===== src/rtl/traffic_pkg.sv =====
// Shared constants and helpers for the traffic countdown display:
// light codes, active-low 7-segment patterns, digit slot encoding, BCD split.
package traffic_pkg;

    // Light codes as {R,Y,G}
    localparam logic [2:0] LIGHT_RED    = 3'b100;
    localparam logic [2:0] LIGHT_YELLOW = 3'b010;
    localparam logic [2:0] LIGHT_GREEN  = 3'b001;

    // Segment order {g,f,e,d,c,b,a}, active-low
    localparam logic [6:0] SEG_BLANK = 7'b1111111;
    localparam logic [6:0] SEG_DASH  = 7'b0111111;

    // Display slot order, one slot per scan period
    typedef enum logic [1:0] {
        DIG_D1_UNITS = 2'd0,
        DIG_D1_TENS  = 2'd1,
        DIG_D2_UNITS = 2'd2,
        DIG_D2_TENS  = 2'd3
    } digit_idx_e;

    function automatic logic [6:0] seg_of_digit(input logic [3:0] d);
        logic [6:0] s;
        case (d)
            4'd0:    s = 7'h40;
            4'd1:    s = 7'h79;
            4'd2:    s = 7'h24;
            4'd3:    s = 7'h30;
            4'd4:    s = 7'h19;
            4'd5:    s = 7'h12;
            4'd6:    s = 7'h02;
            4'd7:    s = 7'h78;
            4'd8:    s = 7'h00;
            4'd9:    s = 7'h10;
            default: s = SEG_DASH;
        endcase
        return s;
    endfunction

    // Counts never exceed 31, so three thresholds cover every tens value
    function automatic logic [1:0] bcd_tens(input logic [4:0] v);
        return (v >= 5'd30) ? 2'd3 : (v >= 5'd20) ? 2'd2 : (v >= 5'd10) ? 2'd1 : 2'd0;
    endfunction

    function automatic logic [3:0] bcd_units(input logic [4:0] v, input logic [1:0] tens);
        return 4'(v - ({3'b000, tens} * 5'd10));
    endfunction

endpackage


===== src/rtl/traffic_countdown_display_phase.sv =====
// phase_countdown: per-direction seconds countdown. Reloads on any change of
// the light code, otherwise decrements on each second tick and saturates at 0.
module phase_countdown
    import traffic_pkg::*;
#(
    parameter int unsigned RED_TIME    = 20,
    parameter int unsigned YELLOW_TIME = 5,
    parameter int unsigned GREEN_TIME  = 15
) (
    input  logic       clk,
    input  logic       reset,
    input  logic [2:0] light,
    input  logic       tick,
    output logic [4:0] cnt,
    output logic       invalid
);

    logic [2:0] prev_q;
    logic [4:0] reload;

    // Reload value selected by the incoming code; non-one-hot codes load 0
    always_comb begin
        reload = 5'd0;
        case (light)
            LIGHT_RED:    reload = 5'(RED_TIME);
            LIGHT_YELLOW: reload = 5'(YELLOW_TIME);
            LIGHT_GREEN:  reload = 5'(GREEN_TIME);
            default:      reload = 5'd0;
        endcase
    end

    // A code change wins over a tick in the same cycle; that tick is dropped
    always_ff @(posedge clk or posedge reset) begin
        if (reset) begin
            prev_q <= 3'b000;
            cnt    <= 5'd0;
        end else if (light != prev_q) begin
            prev_q <= light;
            cnt    <= reload;
        end else if (tick && (cnt != 5'd0)) begin
            cnt <= cnt - 5'd1;
        end
    end

    assign invalid = !((prev_q == LIGHT_RED) || (prev_q == LIGHT_YELLOW) ||
                       (prev_q == LIGHT_GREEN));

endmodule


===== src/rtl/traffic_countdown_display.sv =====
// traffic_countdown_display: 1 Hz prescaler, two phase countdowns and a
// 4-digit multiplexed active-low 7-segment driver.
// Optional build macro LEADING_ZERO_BLANK_EN blanks a tens digit of 0.
module traffic_countdown_display
    import traffic_pkg::*;
#(
    parameter int unsigned TICK_DIV    = 50000000,
    parameter int unsigned SCAN_DIV    = 50000,
    parameter int unsigned RED_TIME    = 20,
    parameter int unsigned YELLOW_TIME = 5,
    parameter int unsigned GREEN_TIME  = 15
) (
    input  logic       clk,
    input  logic       reset,
    input  logic [2:0] light1,
    input  logic [2:0] light2,
    output logic       sec_tick,
    output logic [4:0] cnt1,
    output logic [4:0] cnt2,
    output logic [6:0] seg,
    output logic [3:0] an
);

    localparam int unsigned TICK_W = $clog2(TICK_DIV);
    localparam int unsigned SCAN_W = (SCAN_DIV > 1) ? $clog2(SCAN_DIV) : 1;

    logic [TICK_W-1:0] presc_q;
    logic [SCAN_W-1:0] scan_q;
    digit_idx_e        idx_q;
    logic              inv1, inv2;
    logic [1:0]        tens1, tens2;
    logic [3:0]        units1, units2;
    logic [6:0]        seg_d;
    logic [3:0]        an_d;

    // Tens digit pattern: dash for an invalid direction, optional zero blanking
    function automatic logic [6:0] tens_pattern(input logic inv, input logic [1:0] tens);
        if (inv) return SEG_DASH;
`ifdef LEADING_ZERO_BLANK_EN
        if (tens == 2'd0) return SEG_BLANK;
`endif
        return seg_of_digit({2'b00, tens});
    endfunction

    // Seconds prescaler, wraps at TICK_DIV-1
    always_ff @(posedge clk or posedge reset) begin
        if (reset) begin
            presc_q <= '0;
        end else if (presc_q == TICK_W'(TICK_DIV - 1)) begin
            presc_q <= '0;
        end else begin
            presc_q <= presc_q + 1'b1;
        end
    end

    assign sec_tick = (presc_q == TICK_W'(TICK_DIV - 1));

    phase_countdown #(
        .RED_TIME   (RED_TIME),
        .YELLOW_TIME(YELLOW_TIME),
        .GREEN_TIME (GREEN_TIME)
    ) u_dir1 (
        .clk    (clk),
        .reset  (reset),
        .light  (light1),
        .tick   (sec_tick),
        .cnt    (cnt1),
        .invalid(inv1)
    );

    phase_countdown #(
        .RED_TIME   (RED_TIME),
        .YELLOW_TIME(YELLOW_TIME),
        .GREEN_TIME (GREEN_TIME)
    ) u_dir2 (
        .clk    (clk),
        .reset  (reset),
        .light  (light2),
        .tick   (sec_tick),
        .cnt    (cnt2),
        .invalid(inv2)
    );

    // Scan counter; the digit index advances once per scan period
    always_ff @(posedge clk or posedge reset) begin
        if (reset) begin
            scan_q <= '0;
            idx_q  <= DIG_D1_UNITS;
        end else if (scan_q == SCAN_W'(SCAN_DIV - 1)) begin
            scan_q <= '0;
            idx_q  <= digit_idx_e'(idx_q + 2'd1);
        end else begin
            scan_q <= scan_q + 1'b1;
        end
    end

    // BCD split and pattern for the slot selected by the current index
    always_comb begin
        tens1  = bcd_tens(cnt1);
        tens2  = bcd_tens(cnt2);
        units1 = bcd_units(cnt1, tens1);
        units2 = bcd_units(cnt2, tens2);
        seg_d  = SEG_BLANK;
        an_d   = ~(4'b0001 << idx_q);
        unique case (idx_q)
            DIG_D1_UNITS: seg_d = inv1 ? SEG_DASH : seg_of_digit(units1);
            DIG_D1_TENS:  seg_d = tens_pattern(inv1, tens1);
            DIG_D2_UNITS: seg_d = inv2 ? SEG_DASH : seg_of_digit(units2);
            DIG_D2_TENS:  seg_d = tens_pattern(inv2, tens2);
            default:      seg_d = SEG_BLANK;
        endcase
    end

    // an and seg registered together so the enable and pattern stay aligned
    always_ff @(posedge clk or posedge reset) begin
        if (reset) begin
            an  <= 4'b1111;
            seg <= SEG_BLANK;
        end else begin
            an  <= an_d;
            seg <= seg_d;
        end
    end

endmodule

===== config.mk =====
export PLATFORM = sky130hd
export DESIGN_NAME = traffic_countdown_display
export DESIGN_NICKNAME = d
export VERILOG_FILES = /design/src/rtl/traffic_pkg.sv /design/src/rtl/traffic_countdown_display_phase.sv /design/src/rtl/traffic_countdown_display.sv
export SDC_FILE = /design/constraint.sdc
export NUM_CORES = 1
export LEC_CHECK = 0
export CAP_MARGIN = 20
export CORE_UTILIZATION = 35
export DETAILED_ROUTE_END_ITERATION = 8
export PLACE_DENSITY = 0.49
export SETUP_SLACK_MARGIN = 0.15
export SLEW_MARGIN = 20
export SYNTH_ARGS = -nofsm -noshare
export SYNTH_HDL_FRONTEND = slang
export SYNTH_SLANG_ARGS = --single-unit

===== constraint.sdc =====
create_clock -name clk -period 3.9 [get_ports clk]
set_input_delay 0.39 -clock clk [delete_from_list [all_inputs] [get_ports clk]]
set_output_delay 0.39 -clock clk [all_outputs]
set_load 0.005 [all_outputs]

==> results.tsv <==
stage	metric	value	unit
global_routing	gr-total-overflow	0	
clock_network	clkLatencyLatePin	0.34	ns
sta	clock_skew	0.006282	ns
worst_setup_path	crit_family	simple AND/OR/NAND/NOR gates	
layout	drive_above_1_share	0.1091	
sta	tightest_slew	0.7728	ns
clock_network	cts_setup_buffers	0	
power	pwr-share-clk	0.414	
layout	seq_area	0.001790	mm²
clock_network	cts-resized-gates	0	
floorplanning	initial_core_util	0.3580	
power	seqPwrFrac	0.412	
routing	wirelength	9286	µm
power	p_switching	0.5426	mW
outcome	outcome	finished clean	
synthesis	avgSynthCellArea	9.493	µm²
layout	syn_to_final_growth	17.49	%
routing	drc	0	
synthesis	ys_warn_count	0	
power	comb_power_share	0.174	
routing	postRouteAntennaNets	0	
floorplanning	boundaryPins	30	
worst_setup_path	path_class	reg2reg	
synthesis	synth_top_cell_by_area	dfrtp_1	
worst_setup_path	cp_max_fo	7	
floorplanning	core	0.01201	mm²
global_routing	track_usage	0.1617	
layout	nets	517	
worst_setup_path	endpoint_kind	flip-flop	
synthesis	synthArstFlopShare	1.000	
sta	hold_viol_final	0	
place	portBuffers	29	
power	power_per_cell_area	385.6	mW/mm²
global_routing	grt_first_pass_wirelength	15920	µm
layout	final_core_util	0.4206	
floorplanning	rows	40	
place	gp_congestion	0.7903	
worst_setup_path	worstPathRequired	4.16	ns
worst_hold_path	hp-class	reg2reg	
clock_network	htree_num_levels	3	
global_routing	grt_pass1_vias	3265	
routing	wl_per_cell	14.67	µm
routing	viasPerCell	5.095	
layout	nFillCells	1194	
floorplanning	die_y	112.8	µm
synthesis	syn_inst	453	
worst_setup_path	slowest_stage	nor4_1	
clock_network	numCtsBuffers	9	
worst_setup_path	cp-start-kind	flip-flop	
synthesis	yosys.area.top_type_share	0.3491	
sta	rsz0062_at_grt	false	
routing	detail_route.first_pass.iterations	4	
sta	setup_viol	0	
synthesis	synth_edf_count	0	
synthesis	ys_types	65	
clock_network	ctsHoldBuffers	0	
floorplanning	fp.dieW	112.8	µm
synthesis	ys_seq_elements	71	
power	intPower	1.406	mW
worst_setup_path	max_stage_delay	0.47	ns
sta	post-route-period-util	0.8458	
worst_setup_path	path_cells	inv_1 -> ha_1 -> or2_2 -> a41o_1 -> ha_1 -> fa_1 -> nor4_1 -> or2_1 -> and2_1 -> a21oi_1 -> o22a_1	
sta	fin_setup_tns	0	ns
synthesis	netlist_area	0.004300	mm²
clock_network	clk_pin_slew_worst_paths	0.06	ns
synthesis	yosys_most_used_dff	dfrtp_1	
synthesis	ys_seq_area_frac	0.4164	
floorplanning	die_area	0.01273	mm²
worst_setup_path	worstPathArrival	3.56	ns
clock_network	ctsRootBufferMaster	clkbuf_16	
sta	max-slew-margin-rel	0.4840	
run	maxCapViolCount	0	
global_routing	grt_max_degree	39	
worst_setup_path	crit_buf_inv	1	
global_routing	grt_antenna_before_repair	0	
clock_network	cts_tree	built	
sta	fmax	303.2	MHz
power	swShare	0.2785	
synthesis	syn-num-nets	489	
layout	final_common_cell	dfrtp_1	
sta	finalCriticalPeriod	3.299	ns
sta	timing_max_transition_violations_final	0	
worst_setup_path	worst_path_most_repeated_cell	ha_1	
routing	initialDrtViolationCount	229	
layout	multiInputGateArea	0.002374	mm²
place	dp_hpwl	6725	µm
clock_network	clock_sinks	71	
power	ir_drop	0.2402	mV
layout	layout_common_cells	dfrtp_1 (60), nor2_1 (52), nand2_1 (37)	
synthesis	synth_area_leaders	dfrtp_1 (35%), ha_1 (7.6%), dfstp_2 (6.7%), xnor2_1 (5.9%), nor2_1 (4.5%)	
power	power_leakage	2.148	nW
layout	n_antenna_cell	0	
clock_network	clk_path_buf_depth	2	
routing	vias	3225	
[cells by family after synthesis]
| family | share of synthesized area |
|---|---|
| xor gates and xnor gates | 0.1018 |
| DFF | 0.4164 |
| AOI/OAI and AO/OA | 0.1135 |
| adders and majority gates | 0.08496 |
| buffers and inverters | 0.03317 |
| and+or+nand+nor | 0.2313 |
| muxes | 0.01891 |
[registers in the layout, summed over array words and instances, names as in the netlist]
name and count:
presc_q 26, idx_q 2, scan_q 16, u_dir1.cnt 5, u_dir2.cnt 5, an 4
u_dir2.prev_q 3, u_dir1.prev_q 3, seg 7
[power groups by stage]
stage / Sequential [mW] / Combinational [mW] / Clock, mW
2_1_floorplan: 0.811 / 0.222 / 0
3_3_place_gp: 0.814 / 0.343 / 0
3_5_place_dp: 0.815 / 0.343 / 0
4_1_cts: 0.802 / 0.344 / 0.836
5_1_grt: 0.807 / 0.378 / 0.869
6_report: 0.802 / 0.339 / 0.807
[cells in the mapped netlist, types with 4 or more instances]
library cell / count
dfstp_2: 11
o21ai_0: 25
nand3_1: 26
clkbuf_1: 13
and3_1: 6
nor2b_1: 8
nand2_1: 37
a31oi_1: 4
dfrtp_1: 60
nand3b_1: 4
inv_1: 21
nor4b_1: 5
xnor2_1: 29
mux2i_1: 4
nand4_1: 7
xor2_1: 21
nor2_1: 52
and2_1: 7
nor3_1: 4
ha_1: 26
a21oi_1: 14
[per-stage QoR]
step / hold slack [ns] / cell area [µm²] / setup slack, ns / total power, mW / cells
after CTS: 0.4562 / 5052 / 0.6012 / 1.983 / 633
after floorplan: 0.4251 / 4300 / 0.8878 / 1.033 / 453
after global placement: 0.4420 / 4760 / 0.7131 / 1.157 / 617
after detailed placement: 0.4486 / 4760 / 0.6160 / 1.158 / 617
after global routing: 0.4799 / 5052 / 0.2540 / 2.055 / 633
final: 0.4525 / 5052 / 0.6014 / 1.948 / 633
[metal layers]
metal	share of wire	track usage	wire, µm
met5	0	0	0
met1	0.48	0.2062	4464
met4	0.012	0.05600	116
met2	0.47	0.2605	4395
met3	0.033	0.04928	310
[path summary, 6_finish.rpt]
kind / startpoint / to / slack, ns / depth (start not counted)
min in group asynchronous: reset / presc_q[5] / 0.52 / 2
max in group asynchronous: reset / seg[3] / 2.65 / 3
setup reg to reg: u_dir2.cnt[0] / seg[3] / 0.60 / 11
setup / recovery: u_dir2.cnt[0] / seg[3] / 0.60 / 11
hold reg to reg: presc_q[0] / presc_q[0] / 0.45 / 1
hold / removal: presc_q[0] / presc_q[0] / 0.45 / 1
[layout make-up]
class,count,share of cell area
Tap cell,147,0.03640
Clock buffer,11,0.05002
Sequential cell,71,0.3544
Inverter,21,0.01560
Clock inverter,5,0.007925
Multi-Input combinational cell,345,0.4698
Timing Repair Buffer,33,0.06587
No activity file was read; power rests on OpenSTA's default activity.
